File: src/rtl/multdiv_ctrl.sv
// Sequencer for the shared iterative multiply/divide datapath: start decode, load strobe,
// iteration counting, result/exception capture and the one-cycle ready pulse.
module multdiv_ctrl #(
   parameter int DIV_ITERS  = 32,
   parameter int MULT_ITERS = 16,
   parameter int CNT_W      = 6
) (
   input  logic             clock,
   input  logic             reset,
   input  logic             ctrl_MULT,
   input  logic             ctrl_DIV,
   input  logic [31:0]      data_operandB,
   input  logic [31:0]      dp_result,
   input  logic             dp_ovf,
   output logic             counter_zero,
   output logic             dp_sel_div,
   output logic [31:0]      data_result,
   output logic             data_exception,
   output logic             data_resultRDY,
   output logic             busy,
   output logic [CNT_W-1:0] iter_count
);

   // state  | meaning
   // S_IDLE | waiting for a start pulse
   // S_LOAD | datapath loads operands (counter_zero high)
   // S_RUN  | datapath iterating, iter_count counts 0..N-1
   // S_DONE | result valid, data_resultRDY high for one cycle
   typedef enum logic [1:0] {S_IDLE, S_LOAD, S_RUN, S_DONE} state_t;

   state_t           state, state_nxt;
   logic             op_div;
   logic             start, start_div, div_zero, last_iter;
   logic [CNT_W-1:0] iter_last;

   // Multiply has priority when both pulses arrive together.
   assign start     = ctrl_MULT | ctrl_DIV;
   assign start_div = ctrl_DIV & ~ctrl_MULT;
   assign div_zero  = start_div & (data_operandB == 32'd0);
   assign iter_last = op_div ? CNT_W'(DIV_ITERS - 1) : CNT_W'(MULT_ITERS - 1);
   assign last_iter = (state == S_RUN) && (iter_count == iter_last);

   always_comb begin
      state_nxt = state;
      if (start) begin
         state_nxt = div_zero ? S_DONE : S_LOAD;
      end else begin
         case (state)
            S_IDLE:  state_nxt = S_IDLE;
            S_LOAD:  state_nxt = S_RUN;
            S_RUN:   state_nxt = last_iter ? S_DONE : S_RUN;
            S_DONE:  state_nxt = S_IDLE;
            default: state_nxt = S_IDLE;
         endcase
      end
   end

   always_ff @(posedge clock) begin
      if (reset) begin
         state          <= S_IDLE;
         op_div         <= 1'b0;
         iter_count     <= '0;
         data_result    <= 32'd0;
         data_exception <= 1'b0;
      end else begin
         state <= state_nxt;
         // A start in any state aborts whatever was running and restarts.
         if (start) begin
            op_div         <= start_div;
            iter_count     <= '0;
            data_exception <= div_zero;
            if (div_zero) begin
               data_result <= 32'd0;
            end
         end else if (state == S_RUN) begin
            if (last_iter) begin
               data_result    <= dp_result;
               data_exception <= ~op_div & dp_ovf;
            end else begin
               iter_count <= iter_count + 1'b1;
            end
         end
      end
   end

   assign counter_zero   = (state == S_LOAD);
   assign busy           = (state == S_LOAD) || (state == S_RUN);
   assign data_resultRDY = (state == S_DONE);
   assign dp_sel_div     = op_div;

endmodule

File: config.mk
export PLATFORM = sky130hd
export DESIGN_NAME = multdiv_ctrl
export DESIGN_NICKNAME = d
export VERILOG_FILES = /design/src/rtl/multdiv_ctrl.sv
export SDC_FILE = /design/constraint.sdc
export NUM_CORES = 1
export LEC_CHECK = 0
export ABC_AREA = 1
export CAP_MARGIN = 20
export CORE_AREA = 2 2 74 76
export CTS_CLUSTER_SIZE = 28
export DETAILED_ROUTE_END_ITERATION = 8
export DIE_AREA = 0 0 76 78
export PLACE_DENSITY = 0.78
export REMOVE_ABC_BUFFERS = 1
export SETUP_SLACK_MARGIN = 0.02
export SLEW_MARGIN = 40
export SYNTH_ARGS = -nofsm -noshare
export SYNTH_HDL_FRONTEND = slang
export SYNTH_SLANG_ARGS = --single-unit
File: constraint.sdc
create_clock -name clock -period 1.7 [get_ports clock]
set_input_delay 0.34 -clock clock [delete_from_list [all_inputs] [get_ports clock]]
set_output_delay 0.34 -clock clock [all_outputs]
set_load 0.1 [all_outputs]
# After elaboration in Yosys (flattened, before gate mapping)
# Index checks and enable logic that the tools add are counted.
[word_totals] register_bits=42 elab_cells=41 out_inout_bits=43
[classes] n_eq_ne=5 n_addsub=1 muxes=12 n_reduce_logical=11 n_bitwise=7
[op_table] op="$mux W32" count=4
[op_table] op="$logic_not A32 Y1" count=1
[op_table] op="$add A6 B1 Y6 const B" count=1
[op_table] op="$eq A6 B5 Y1" count=1
[op_table] op="$pmux W2 S3" count=1
[op_table] op="$mux W5" count=1
[op_table] op="$eq A2 B2 Y1 const B" count=2
[op_table] op="$mux W1" count=4
[op_table] op="$mux W2" count=2
[op_table] op="$reduce_and A2 Y1" count=2
[op_table] op="$reduce_bool A2 Y1" count=2
[op_table] op="$reduce_or A2 Y1" count=2
[op_table] op="$and A1 B1 Y1" count=3
[op_table] op="$not A1 Y1" count=3
[op_table] op="$reduce_and A3 Y1" count=1
[op_table] op="$eq A2 B1 Y1 const B" count=1
[op_table] op="$logic_not A2 Y1" count=1
[op_table] op="$ne A2 B1 Y1 const B" count=1
[op_table] op="$logic_and A1 B1 Y1" count=1
[op_table] op="$logic_or A1 B1 Y1" count=1
[op_table] op="$or A1 B1 Y1" count=1

# Depth between registers and ports, before layout
# Gate-level depths: netlist (run 1).
[depth] depth_word=6 ltp_mapped=10 ltp_nobuf=9

# Worst setup path before layout (run 1)
# OpenSTA, ideal clock, no wires.
[synth_path] kind="register -> register" from="register iter_count[0]" to="register data_result[19]" n_path_buf=1 slack_ps=-594 required_ps=1566 stages_incl_launch_ff=10 t_arrival_ps=2161 cell_sequence="dfxtp_1 -> ha_1 -> nand3_1 -> nor2_2 -> nand2_2 -> nand2_1 -> nand2_2 -> buf_4 -> nand2_1 -> a21oi_1"
[synth_via] elab_chain_cells=4
[synth_rtl] item="start, declared" line_no="21" source="output logic [CNT_W-1:0] iter_count"
[synth_rtl] item="start signal, assigned" line_no="80" source="iter_count <= iter_count + 1'b1;"
[synth_rtl] item="$eq A6 B5 Y1" line_no="41" source="assign last_iter = (state == S_RUN) && (iter_count == iter_last);"
[synth_rtl] item="$logic_and A1 B1 Y1" line_no="41"
[synth_rtl] item="$reduce_bool A2 Y1 (no line)"
[synth_rtl] item="$reduce_and A3 Y1 (no line)"
[synth_rtl] item="end signal, assigned" line_no="77" source="data_result <= dp_result;"
[synth_rtl] item="end, declared" line_no="17" source="output logic [31:0] data_result,"
# No other way between the ends.
# A chain may end at the register's enable or synchronous reset.

# Worst setup path after layout (run 1)
[layout_path] from="register state[0]" to="output port busy"
[layout_via] elab_chain_cells=2
[layout_rtl] item="start, declared" line_no="31" source="state_t state, state_nxt;"
[layout_rtl] item="start signal, assigned" line_no="66" source="state <= state_nxt;"
[layout_rtl] item="$eq A2 B1 Y1 / $eq A2 B2 Y1 (equally long branches)" line_no="87" source="assign busy = (state == S_LOAD) || (state == S_RUN);"
[layout_rtl] item="$logic_or A1 B1 Y1 (*)" line_no="87"
[layout_rtl] item="end, declared" line_no="20" source="output logic busy,"
# Every way passes the cells marked *; elsewhere a longest branch is shown, timed or not.

==> out/results.txt, run 1 <==
Syn_area_per_cell: 7.18 sq um
Total Routing Usage GR: 18.2%
Startpoint Class: flip-flop
Wire per inst: 11.9 um
Slew @ Worst Pin: 278 ps
GRT overflow: 0
Clk_lat worst skew: 290 ps
EDFF count, synth: 0
Most common cell on crit path: inv_1
Main synth FF type: dfxtp_1
Worst vdd ir: 0.000526 V
Area taken by multi-input logic gates: 845 sq um
Initial Util: 36.2%
Pins Over Slew Limit: 0
Cells after Synth: 254
Initial antenna violation count: 0
CP peak stage delay: 350 ps
CP bufs+invs: 3
Final WL: 5300 um
Cell Pwr Density: 550 nW/um^2
Leakage power: 1.35 nW
Die area: 5930 sq um
Comb power frac: 15.8%
Total Neg Setup Slack: 0 ps
Hold Path Class: reg -> reg
DR pass1 iterations: 4
Worst path required time: 1360 ps
Tmin final: 1600 ps
Via density: 4.46
CP arrival: 1260 ps
DRC viols: 0
P_int: 1.51 mW
Critical-path top delay cell: dfxtp_2
Status: complete, no violations
Distinct cells, synth: 23
Sw power: 471 uW
1st-iter DRT viols: 95
Cells along the critical path: inv_1, ha_1, inv_1, buf_12
Fillers: 395
Largest net degree at the start of global routing: 33
H-tree Lvls: 2
I/O pin cnt: 112
Fmax: 625 MHz
CTS tree: built
Final worst setup slack: 101 ps
Core area: 5040 sq um
Endpoint class of the critical path: output pin
Post-synthesis cell area: 1820 sq um
Clk pin slew, worst setup/hold paths: 80 ps
Fin util: 71.4%
Crit Path Max Fanout: 3
Total power: 1.98 mW
Die Width: 76 um
Seq/Total Area, Yosys: 46.1%
PortBufs: 111
Cts hold-fix bufs: 0
Net Sw Frac: 23.8%
Final Hold Fails: 0
Detail Route Antenna Nets: 0
Clock skew: 6.67 ps
Asr flop ratio synth: 0%
Setup WS pre-CTS: -194 ps
Clock power share: 34.1%
Area Growth Syn to Fin: 97.3%
Final setup vio count: 0
Chip height: 78 um
Final net count: 447
Max cap viols: 0
Post-route cell area: 3600 sq um
Register area: 843 sq um
First-pass GRT wire length: 8810 um
Area post-placement: 3490 sq um
Sequential Power Share: 50.1%
ANT cells: 0
Vias in the first global route: 1,957
Max-slew headroom: 81.4%
Yosys warning total: 0
CTS Buf Count: 5
# clock sinks: 42
Unrepaired setup endpoints after global routing: no
Vias: 1,985
Routability congestion estimate: 0.812
Flops & latches, synth: 42
Fraction of layout instances using a drive strength above 1: 21.1%
Root buffer cell: clkbuf_8
CP delay by family, top: flip-flops
Final period util: 94.1%
DP HPWL: 4200 um
Rows: 26
Clk buf depth: 2
CP Class: reg -> out
==> synth_stat cells, types with 2 or more instances <==
| cell | n | share of area, % |
|---|---|---|
| a21oi_1 | 34 | 9.3 |
| a21oi_2 | 4 | 1.9 |
| buf_1 | 2 | 0.41 |
| buf_4 | 2 | 0.82 |
| buf_6 | 4 | 2.5 |
| clkbuf_1 | 2 | 0.41 |
| dfxtp_1 | 42 | 46 |
| ha_1 | 4 | 2.7 |
| inv_1 | 17 | 3.5 |
| inv_2 | 2 | 0.41 |
| nand2_1 | 88 | 18 |
| nand2_2 | 3 | 1.0 |
| nand3_1 | 6 | 1.6 |
| nor2_1 | 32 | 6.6 |
| o21ai_0 | 4 | 1.1 |
==> worst paths after layout <==
kind / startpoint / endpoint / slack, ps / cells after the start
worst min-delay path: data_result[17] / data_result[17] / 500 / 2
worst min register to register: data_result[17] / data_result[17] / 500 / 2
worst max register to register: iter_count[0] / data_result[27] / 170 / 9
worst max-delay path: state[0] / busy / 100 / 4
==> per-stage QoR <==
step | std cells | hold slack, ps
global placement | 436 | 484
global route | 445 | 520
CTS | 444 | 501
floorplan | 244 | 402
detailed placement | 436 | 490
finish | 445 | 500
==> area by class of cell <==
type / instances / share of cell area, %
repair buffers: 123 / 46.0
multi-input cells: 183 / 23.5
flip-flops and latches: 42 / 23.4
well taps: 70 / 2.43
clock buffers: 7 / 2.40
inverters: 19 / 1.98
clock inverters: 1 / 0.243
==> worst reg2reg max path, stage by stage, from the launching register on <==
cell and delay, ps:
dfxtp_1 350, ha_2 200, nand3_1 120, nor2_2 160
nand2_2 100, nand2_1 100, nand2_2 80, buf_12 170
nand2_1 90, a21oi_1 60
==> sequential cells by signal, summed over array words and instances, names as in the netlist <==
name / cells
iter_count: 6
dp_sel_div: 1
data_result: 32
state: 2
data_exception: 1
==> layer usage <==
| metal | track usage, % | vias to the layer above | share of wire [%] |
|---|---|---|---|
| met5 | 0 | - | 0 |
| met4 | 5.64 | 0 | 1.6 |
| met3 | 8.37 | 9 | 9.1 |
| met2 | 32.2 | 65 | 51 |
| met1 | 19.4 | 877 | 39 |
| li1 | - | 1034 | - |
==> repair_timing <==
action	in CTS	in global routing
buffers inserted	0	1
gates resized for setup	0	5
endpoints found under the setup margin	0	8
==> power groups by stage <==
stage,logic [mW],clock network [mW],registers [mW]
floorplan,0.0763,0,1.03
global placement,0.311,0,1.01
detailed placement,0.315,0,1.01
CTS,0.315,0.701,0.992
global route,0.337,0.732,0.993
finish,0.313,0.676,0.992
==> cells by family after synthesis <==
group | synth area share, %
AND/OR/NAND/NOR | 29.5
AO/OA/AOI/OAI | 13.2
flip-flops | 46.1
buffers and inverters | 8.02
adder cells (fa/ha/maj) | 2.74
XOR/XNOR | 0.480
==> cells in the final DEF, fill, tap and decap left out, types with 6 or more instances in the layout <==
cell type / n
buf_4: 10
buf_12: 45
nor2_1: 30
a21oi_1: 34
dfxtp_1: 40
clkbuf_8: 6
nand2_1: 88
inv_1: 17
nand3_1: 6
clkdlybuf4s50_1: 68
Power figures use the tool's default switching activity.
==> run 2, diff against run 1 <==
Settings changed: ABC_CLOCK_PERIOD_IN_PS set to 1700, GPL_TIMING_DRIVEN set to 0.
==> out/results.txt, run 2 (synthesis gave the netlist of run 1 again) <==
Cts hold-fix bufs: 0
Fmax: 628 MHz
Max cap viols: 0
R2r endpoint: data_result[0]
DR pass1 iterations: 4
Largest net degree at the start of global routing: 38
I/O pin cnt: 112
Reg2Reg Setup Slack: 140 ps
Final WL: 5500 um
First-pass GRT wire length: 8630 um
Most common cell after layout, fill and taps aside: nand2_1
Capture point of the worst path: busy
Startpoint Class: flip-flop
Pins Over Slew Limit: 0
Hold_sp: ctrl_MULT
R2R Path Start: iter_count[0]
H-tree Lvls: 2
DP HPWL: 3550 um
Crit path launch: state[0]
Fin cells: 443
Leakage power: 1.26 nW
Max reg flops: 32
Largest regs: data_result (32), iter_count (6), state (2)
Hold Path Class: in -> reg
Via density: 4.58
CP arrival: 1250 ps
Endpoint class of the critical path: output pin
Area Growth Syn to Fin: 67.4%
Register-to-Register Path Depth: 8
Status: complete, no violations
CTS Buf Count: 5
Fillers: 458
Wire per inst: 12.4 um
Most frequent cells in the layout: nand2_1, clkdlybuf4s50_1, buf_2
CP Class: reg -> out
Die area: 5930 sq um
Worst vdd ir: 0.000535 V
Core area: 5040 sq um
Total Routing Usage GR: 17.7%
Initial Util: 36.2%
1st-iter DRT viols: 36
Cell Pwr Density: 641 nW/um^2
Area post-placement: 2730 sq um
Initial antenna violation count: 0
Fraction of layout instances using a drive strength above 1: 23.3%
Post-route cell area: 3050 sq um
Final net count: 445
Chip height: 78 um
Crit Path Max Fanout: 3
Final Hold Fails: 0
Slew @ Worst Pin: 749 ps
Vias in the first global route: 1,977
Placed Cells: 425
PortBufs: 111
Routability congestion estimate: 0.792
Clk_lat worst skew: 290 ps
Max-slew headroom: 50.1%
Rows: 26
Vias: 2,029
Die Width: 76 um
Root buffer cell: clkbuf_8
Total Neg Setup Slack: 0 ps
Clk buf depth: 2
Clock skew: 7.35 ps
Final setup vio count: 0
Detail Route Antenna Nets: 0
GRT overflow: 0
CTS tree: built
Unrepaired setup endpoints after global routing: yes
Final period util: 93.7%
Clk pin slew, worst setup/hold paths: 80 ps
Worst path required time: 1360 ps
ANT cells: 0
Largest register by flop count: data_result
Tmin final: 1590 ps
# clock sinks: 42
DRC viols: 0
run 2: area by class of cell:
type	count	area (sq um)	area share (%)
clock buffer	6	72.6	2.38
sequential	42	845	27.7
timing repair buffer	117	972	31.8
clock inverter	2	13.8	0.451
tap	70	87.6	2.87
inverter	19	71.3	2.34
multi-input combinational	187	992	32.5
run 2: critical path: stages (launching register included):
cell     delay, ps
dfxtp_2        350
inv_1           40
ha_1           270
inv_1          110
buf_12         180
run 2: worst min-delay path by stage:
stage,cells past startpoint,end,slack [ps]
2_1_floorplan,1,data_result[22],400
3_3_place_gp,2,data_result[20],450
3_5_place_dp,2,data_result[26],450
4_1_cts,2,data_result[26],460
5_1_grt,2,dp_sel_div,360
6_report,2,dp_sel_div,340
run 2: stage by stage:
step	setup WS [ps]	power, mW	util, %	hold WS [ps]
finish	106	1.96	60.6	341
global route	4.54	2.04	60.6	355
CTS	-7.26	1.94	57.3	463
detailed placement	-513	1.29	54.1	451
global placement	-792	1.29	58.5	446
floorplan	-682	1.10	-	402
run 2: repair_timing:
action | CTS | global route
setup buffers | 5 | 1
gates resized for setup | 7 | 26
setup endpoints to repair | 33 | 39
cloned | 1 | 3
pin swaps | 2 | 6
run 2: routing by layer:
layer | up-vias | GRT usage (%) | share of wire [%]
met4 | 0 | 4.91 | 1.1
li1 | 1040 | - | -
met5 | - | 0 | 0
met2 | 64 | 31.4 | 49
met3 | 8 | 5.93 | 6.3
met1 | 917 | 20.5 | 43
run 2: power breakdown:
| part | internal (mW) | switching [mW] |
|---|---|---|
| combinational | 0.177 | 0.147 |
| sequential | 0.987 | 0.00363 |
| clock | 0.290 | 0.352 |
| total | 1.45 | 0.503 |
==> run 3, diff against run 2 <==
Settings changed: ABC_CLOCK_PERIOD_IN_PS 1700 to unset.
==> results of run 3 <==
Same layout as run 2: the final DEF is identical, and so are final timing and power.
